### src/rtl/instr_encoder.sv
// RV32I instruction encoder: packs decoded fields into LOAD/OP-IMM/STORE/BRANCH/JAL words
// through a one-entry valid/ready output register, tagging each beat with its word address.
module instr_encoder #(
  parameter int          CNT_W    = 16,
  parameter logic [31:0] NOP_WORD = 32'h0000_0013
) (
  input  logic             clk_i,
  input  logic             rst_ni,
  input  logic             start_i,
  input  logic [31:0]      base_addr_i,
  input  logic             in_valid_i,
  output logic             in_ready_o,
  input  logic [2:0]       fmt_i,
  input  logic [4:0]       rd_i,
  input  logic [4:0]       rs1_i,
  input  logic [4:0]       rs2_i,
  input  logic [2:0]       funct3_i,
  input  logic [31:0]      imm_i,
  output logic             out_valid_o,
  input  logic             out_ready_i,
  output logic [31:0]      instr_o,
  output logic [31:0]      addr_o,
  output logic             err_o,
  output logic [CNT_W-1:0] count_o
);

  localparam logic [6:0] OPC_LOAD   = 7'b0000011;
  localparam logic [6:0] OPC_OPIMM  = 7'b0010011;
  localparam logic [6:0] OPC_STORE  = 7'b0100011;
  localparam logic [6:0] OPC_BRANCH = 7'b1100011;
  localparam logic [6:0] OPC_JAL    = 7'b1101111;

  logic             out_valid_q, out_valid_d;
  logic [31:0]      instr_q, instr_d;
  logic [31:0]      addr_q, addr_d;
  logic             err_q, err_d;
  logic [CNT_W-1:0] count_q, count_d;
  logic [31:0]      ptr_q, ptr_d;

  logic             accept, xfer;
  logic [31:0]      enc_word, raw_word, ptr_base;
  logic             enc_err;
  logic             unused_base_lsb;

  assign unused_base_lsb = ^base_addr_i[1:0];

  assign in_ready_o = !out_valid_q | out_ready_i;
  assign accept     = in_valid_i & in_ready_o;
  assign xfer       = out_valid_q & out_ready_i;

  always_comb begin
    raw_word = NOP_WORD;
    enc_err  = 1'b1;
    case (fmt_i)
      3'd0: begin
        raw_word = {imm_i[11:0], rs1_i, funct3_i, rd_i, OPC_LOAD};
        enc_err  = (imm_i[31:11] != {21{imm_i[11]}});
      end
      3'd1: begin
        raw_word = {imm_i[11:0], rs1_i, funct3_i, rd_i, OPC_OPIMM};
        enc_err  = (imm_i[31:11] != {21{imm_i[11]}});
      end
      3'd2: begin
        raw_word = {imm_i[11:5], rs2_i, rs1_i, funct3_i, imm_i[4:0], OPC_STORE};
        enc_err  = (imm_i[31:11] != {21{imm_i[11]}});
      end
      3'd3: begin
        raw_word = {imm_i[12], imm_i[10:5], rs2_i, rs1_i, funct3_i, imm_i[4:1], imm_i[11],
                    OPC_BRANCH};
        enc_err  = (imm_i[31:12] != {20{imm_i[12]}}) | imm_i[0];
      end
      3'd4: begin
        raw_word = {imm_i[20], imm_i[10:1], imm_i[11], imm_i[19:12], rd_i, OPC_JAL};
        enc_err  = (imm_i[31:20] != {12{imm_i[20]}}) | imm_i[0];
      end
      default: begin
        raw_word = NOP_WORD;
        enc_err  = 1'b1;
      end
    endcase
    enc_word = enc_err ? NOP_WORD : raw_word;
  end

  // A start coincident with an accept hands the new base to that same beat.
  always_comb begin
    ptr_base    = start_i ? {base_addr_i[31:2], 2'b00} : ptr_q;
    out_valid_d = out_valid_q;
    instr_d     = instr_q;
    addr_d      = addr_q;
    err_d       = err_q;
    ptr_d       = ptr_base;
    if (accept) begin
      out_valid_d = 1'b1;
      instr_d     = enc_word;
      err_d       = enc_err;
      addr_d      = ptr_base;
      ptr_d       = ptr_base + 32'd4;
    end else if (xfer) begin
      out_valid_d = 1'b0;
    end
  end

  always_comb begin
    count_d = count_q;
    if (start_i) begin
      count_d = '0;
    end else if (xfer && (count_q != {CNT_W{1'b1}})) begin
      count_d = count_q + {{(CNT_W-1){1'b0}}, 1'b1};
    end
  end

  always_ff @(posedge clk_i) begin
    if (!rst_ni) begin
      out_valid_q <= 1'b0;
      instr_q     <= '0;
      addr_q      <= '0;
      err_q       <= 1'b0;
      count_q     <= '0;
      ptr_q       <= '0;
    end else begin
      out_valid_q <= out_valid_d;
      instr_q     <= instr_d;
      addr_q      <= addr_d;
      err_q       <= err_d;
      count_q     <= count_d;
      ptr_q       <= ptr_d;
    end
  end

  assign out_valid_o = out_valid_q;
  assign instr_o     = instr_q;
  assign addr_o      = addr_q;
  assign err_o       = err_q;
  assign count_o     = count_q;

endmodule
### config.mk
export PLATFORM = sky130hd
export DESIGN_NAME = instr_encoder
export DESIGN_NICKNAME = d
export VERILOG_FILES = /design/src/rtl/instr_encoder.sv
export SDC_FILE = /design/constraint.sdc
export NUM_CORES = 1
export LEC_CHECK = 0
export ABC_AREA = 1
export BUFFER_PORTS_ARGS = -buffer_cell sky130_fd_sc_hd__buf_2
export CORE_ASPECT_RATIO = 1.25
export CORE_MARGIN = 4
export CORE_UTILIZATION = 52
export DETAILED_ROUTE_END_ITERATION = 16
export PLACE_DENSITY = 0.8
export SKIP_CTS_REPAIR_TIMING = 1
export SLEW_MARGIN = 20
export SYNTH_ARGS = -nofsm -noshare
export SYNTH_HDL_FRONTEND = slang
export SYNTH_SLANG_ARGS = --single-unit
export TNS_END_PERCENT = 100
### constraint.sdc
create_clock -name clk_i -period 2.1 [get_ports clk_i]
set_input_delay 0.42 -clock clk_i [delete_from_list [all_inputs] [get_ports clk_i]]
set_output_delay 0.42 -clock clk_i [all_outputs]
set_load 0.01 [all_outputs]
==> run_results.csv, run 1 <==
group,metric,value,unit
layout,fin_util,68.4,%
detailed_routing,wl_per_cell,12.5,µm
detailed_routing,routed_wirelength,15700,µm
power,vdd_ir_drop_max,0.383,mV
grt,antenna_found_initial,1,
synthesis,synth_top_area_share,38.5,%
clocking,clock_latency,0.35,ns
floorplan,core_area,10800,µm²
timing,max_freq,0.535,GHz
place,dpl.hpwl,12400,µm
clocking,cts_max_level,3,
place,place_congestion,0.894,
detailed_routing,routed_via_density,5.07,
setup_path,endpoint_kind,"flip-flop",
floorplan,fp.dieH,126,µm
timing,tightest_slew,0.379,ns
clocking,cts_tree,"done",
flow_run,drv_cap,0,
detailed_routing,routed-via-count,6387,
detailed_routing,drt_pass1_iterations,5,
floorplan,rows,42,
clocking,cts-root-buf,"clkbuf_16",
grt,grt_pass1_wl,26300,µm
clocking,cts_max_path_buffers,2,
setup_path,critPathKind,"reg -> reg",
synthesis,synth_area_leaders,"dfxtp_1, nand2_1, o21ai_0, nor2_1, inv_1",
power,p_total,0.00456,W
floorplan,die_area,13000,µm²
timing,finalSetupViolations,0,
synthesis,ys_ff_latch,112,
synthesis,synth_edf_count,0,
setup_path,arrival,2.13,ns
detailed_routing,wl_met2,7600,µm
setup_path,critPathMaxFanout,11,
timing,skew,0.0102,ns
timing,relSlewSlack,74.5,%
setup_path,critPathRequiredTime,2.37,ns
power,p_per_area,618,nW/µm²
synthesis,synth_ff_type,"dfxtp_1",
floorplan,start_util,54.1,%
layout,final_nets,1214,
setup_path,cp-start-kind,"flip-flop",
timing,report.final.slew_viol_count,0,
synthesis,synth.largest_area_cell,"dfxtp_1",
timing,min_period_over_period,89.0,%
detailed_routing,ant_nets,0,
timing,fin_crit,1.87,ns
floorplan,ios,173,
grt,grt_pass1_vias,5882,
synthesis,yosysWarningCount,0,
detailed_routing,wl_met1,6420,µm
synthesis,syn_inst,921,
detailed_routing,wl_met3,1430,µm
place,port_buffers,170,
synthesis,synth.yosys.seq_area_share,38.5,%
layout,diodes,0,
detailed_routing,drt_iter0_markers,328,
clocking,clkTransAtPathRegs,0.08,ns
synthesis,syn_area_per_cell,6.33,µm²
layout,drive_gt1_share,23.7,%
worst_hold_path,worstHoldPathType,"in -> reg",
grt,track_usage,24.4,%
grt,grt_max_degree,34,
synthesis,synth.most_common_cell,"nand2_1",
layout,area_growth,26.5,%
grt,overflow,0,
run_status,run_status,"completed",
synthesis,synth_commonest_cells,"nand2_1, dfxtp_1, nor2_1",
synthesis,syn_nets,1013,
timing,fin_setup_tns,0,ns
synthesis,ys_types,39,
detailed_routing,remaining_drc_errors,0,
detailed_routing,top_layer_used,"met5",
synthesis,async_reset_ff_share,0,%
timing,rsz0062_at_grt,"no",
timing,hold_viol_final,0,
clocking,cts_buffers,9,
clocking,cts_sinks,112,
synthesis,synth_area,5830,µm²
power,power.leakage,3.77,nW
floorplan,die_x,103,µm
[final timing paths]
check | start | to | slack, ns | depth (start not counted)
worst max-delay path | count_o[0] | count_o[10] | 0.23 | 9
worst min-delay path | imm_i[8] | instr_o[28] | 0.29 | 3
worst max register to register | count_o[0] | count_o[10] | 0.23 | 9
worst min register to register | ptr_q[0] | ptr_q[0] | 0.45 | 2
[cell families after synthesis]
kind of cell / count (synthesis) / synth area share, %
AO/OA/AOI/OAI: 129 / 11.9
adder cells (fa/ha/maj): 2 / 0.429
XOR/XNOR: 5 / 0.752
buffers and inverters: 121 / 8.76
flip-flops: 112 / 38.5
AND/OR/NAND/NOR: 552 / 39.7
[cell type report]
type,count,area (µm²)
flip-flops and latches,112,2240
clock buffers,10,239
fillers,1009,3400
inverters,89,334
well taps,132,165
multi-input cells,688,3080
repair buffers,222,1270
clock inverters,6,43.8
[cell usage in the layout (no fill, tap or decap), types with 3 or more instances in the layout]
cell	instances
inv_2	3
clkbuf_16	9
o22ai_1	7
nand3_1	50
nor2_2	9
nor2_1	98
a21oi_1	34
xor2_1	3
nand4_1	14
dfxtp_1	112
inv_1	86
o21ai_0	76
nand2_1	349
nand2_2	8
nor3_1	8
buf_2	170
buf_4	50
nor4_1	3
[worst max-delay path, cell delays in order, from the launching register on]
cell	delay (ns)
dfxtp_1	0.36
ha_1	0.25
nand3_1	0.10
nor2_1	0.05
nand3_1	0.06
nand2_1	0.23
nor2_1	0.37
nand2_1	0.12
nand2_1	0.07
nor3b_1	0.17
[flip-flops by register name (all words and copies together) (netlist names)]
| signal | count |
|---|---|
| err_o | 1 |
| count_o | 16 |
| addr_o | 32 |
| ptr_q | 32 |
| instr_o | 30 |
| out_valid_o | 1 |
[metrics by stage]
step                hold WS [ns]  setup WS [ns]  cells  area [µm²]
floorplan                  0.415          0.143    921        5830
global placement           0.423        -0.0280   1243        7090
detailed placement         0.434        -0.0408   1243        7090
CTS                        0.282          0.268   1259        7370
global route               0.287         0.0985   1259        7370
finish                     0.287          0.230   1259        7370
[power by group]
| part | internal, W | switching, W | leakage [nW] | total (W) |
|---|---|---|---|---|
| combinational | 0.000273 | 0.000415 | 2.71 | 0.000688 |
| clock | 0.000843 | 0.000794 | 0.139 | 0.00164 |
| sequential | 0.00220 | 0.0000312 | 0.914 | 0.00223 |
[layer usage]
| layer | vias to the layer above | GRT usage, % |
|---|---|---|
| li1 | 3326 | - |
| met1 | 2806 | 30.9 |
| met2 | 229 | 41.6 |
| met3 | 24 | 6.04 |
| met4 | 2 | 5.33 |
| met5 | - | 0 |
No activity file was read; power rests on OpenSTA's default activity.
==> run 2: changes to the inputs <==
Settings changed: CAP_MARGIN from default to 5, CELL_PAD_IN_SITES_DETAIL_PLACEMENT from default to 0, CELL_PAD_IN_SITES_GLOBAL_PLACEMENT from default to 2, CORE_UTILIZATION 52 to 29, PLACE_DENSITY 0.8 to default, PLACE_DENSITY_LB_ADDON from default to 0.1.
Clock period 2.1 ns to 2.4 ns, I/O delays scaled along.
==> run_results.csv, run 2 (synthesis gave the netlist of run 1 again) <==
group,metric,value,unit
layout,fillers,2235,
floorplan,die_x,135,µm
flow_run,drv_cap,0,
grt,grt_pass1_wl,30000,µm
power,swShare,27.4,%
detailed_routing,drt_iter0_markers,301,
floorplan,core_area,19600,µm²
detailed_routing,drt_pass1_iterations,4,
timing,rsz0062_at_grt,"no",
grt,grt_pass1_vias,6011,
place,place_congestion,0.792,
detailed_routing,routed-via-count,6083,
setup_path,arrival,2.21,ns
floorplan,start_util,29.7,%
worst_hold_path,worstHoldPathType,"in -> reg",
setup_path,crit_buf_inv,2,
grt,grt_max_degree,41,
setup_path,critPathMaxStageDelay,0.22,ns
layout,drive_gt1_share,22.4,%
timing,max_freq,0.510,GHz
detailed_routing,top_layer_used,"met4",
layout,mostFrequentLayoutCells,"nand2_1, buf_2, dfxtp_1",
clocking,clkTransAtPathRegs,0.08,ns
detailed_routing,wl_per_cell,13.4,µm
detailed_routing,ant_nets,0,
timing,fin_setup_tns,0,ns
timing,fin_crit,1.96,ns
grt,antenna_found_initial,0,
setup_path,critPathMaxFanout,6,
detailed_routing,routed_wirelength,18400,µm
clocking,clock_latency,0.36,ns
detailed_routing,routed_via_density,4.43,
power,switchingPower,0.00113,W
power,combPwrFrac,14.2,%
setup_path,crit_chain,"buf_2 > inv_2 > o21ai_2 > ha_1 > nand3_1 > nor2_2 > nand4_4 > nor2_2 > nand3_1 > o21ai_0 > nor2_1",
power,power.leakage,3.67,nW
setup_path,endpoint_kind,"flip-flop",
detailed_routing,remaining_drc_errors,0,
power,clockPowerShare,38.3,%
detailed_routing,wl_met2,8590,µm
power,p_per_area,556,nW/µm²
setup_path,critPathRequiredTime,2.65,ns
setup_path,cpMaxStageDelayCell,"nor2_2",
detailed_routing,wl_met3,1150,µm
power,vdd_ir_drop_max,0.313,mV
timing,finalSetupViolations,0,
timing,relSlewSlack,70.3,%
detailed_routing,wl_met1,8470,µm
layout,final_nets,1195,
timing,hold_viol_final,0,
clocking,cts_tree,"done",
timing,skew,0.0101,ns
clocking,cts_max_level,3,
floorplan,ios,173,
timing,tightest_slew,0.446,ns
timing,min_period_over_period,81.7,%
clocking,cts_buffers,9,
setup_path,path_delay_family,"simple AND/OR/NAND/NOR gates",
clocking,cts-root-buf,"clkbuf_16",
grt,overflow,0,
layout,fin_util,37.7,%
clocking,cts_max_path_buffers,2,
place,placed_cells,1357,
floorplan,die_area,22400,µm²
power,seqPwrFrac,47.5,%
run_status,run_status,"completed",
layout,diodes,0,
place,dpl.hpwl,14500,µm
layout,final_cells,1373,
clocking,cts_sinks,112,
place,port_buffers,170,
grt,track_usage,16.4,%
setup_path,critPathKind,"in -> reg",
power,power.internal,0.00298,W
layout,final_common_cell,"nand2_1",
timing,report.final.slew_viol_count,0,
setup_path,cp-start-kind,"input pin",
floorplan,rows,57,
layout,area_growth,26.9,%
floorplan,fp.dieH,166,µm
-- run 2: cell types whose count changed in the layout (fill, tap and decap cells not counted), sizes merged --
cell	previous run	this run
clkinv	4	2
bufinv	0	1
clkinvlp	1	2
buf	222	203
-- run 2: area by class of cell --
class	count	area [µm²]	area share (%)
repair buffers	203	1100	14.9
well taps	265	332	4.48
multi-input cells	688	3080	41.7
clock inverters	6	67.6	0.914
clock buffers	10	239	3.23
inverters	89	334	4.52
flip-flops and latches	112	2240	30.3
-- run 2: metal layers --
layer  global-route usage (%)  up-vias
met1                     20.6     2650
met4                     4.03        0
met3                     4.41       10
li1                         -     3298
met5                        0        -
met2                     27.6      125
-- run 2: per-stage QoR --
stage          cell area [µm²]  worst slack (ns)  power [W]  hold slack (ns)
6_report                  7400             0.438    0.00411            0.338
5_1_grt                   7400             0.189    0.00434            0.347
4_1_cts                   7400             0.371    0.00420            0.323
3_5_place_dp              7090            0.0219    0.00259            0.425
3_3_place_gp              7090            0.0454    0.00259            0.425
2_1_floorplan             5830             0.383    0.00233            0.415
-- run 2: worst paths after layout --
kind	start	end	slack [ns]	cells after the start
worst max-delay path	start_i	ptr_q[20]	0.44	11
worst max register to register	out_valid_o	instr_o[14]	0.45	9
worst min-delay path	imm_i[7]	instr_o[27]	0.34	3
worst min register to register	ptr_q[0]	ptr_q[0]	0.44	2
-- run 2: tightest hold or removal path, delay by kind of cell --
family	cells	cell delay [ns]
buffers and inverters	1	0.07
AND/OR/NAND/NOR	2	0.11
-- run 2: power groups by stage --
stage | clock network (W) | logic (W) | registers, W
after CTS | 0.00164 | 0.000598 | 0.00195
final | 0.00158 | 0.000583 | 0.00195
after detailed placement | 0 | 0.000595 | 0.00200
after global routing | 0.00171 | 0.000667 | 0.00196
after floorplan | 0 | 0.000321 | 0.00201
after global placement | 0 | 0.000598 | 0.00200
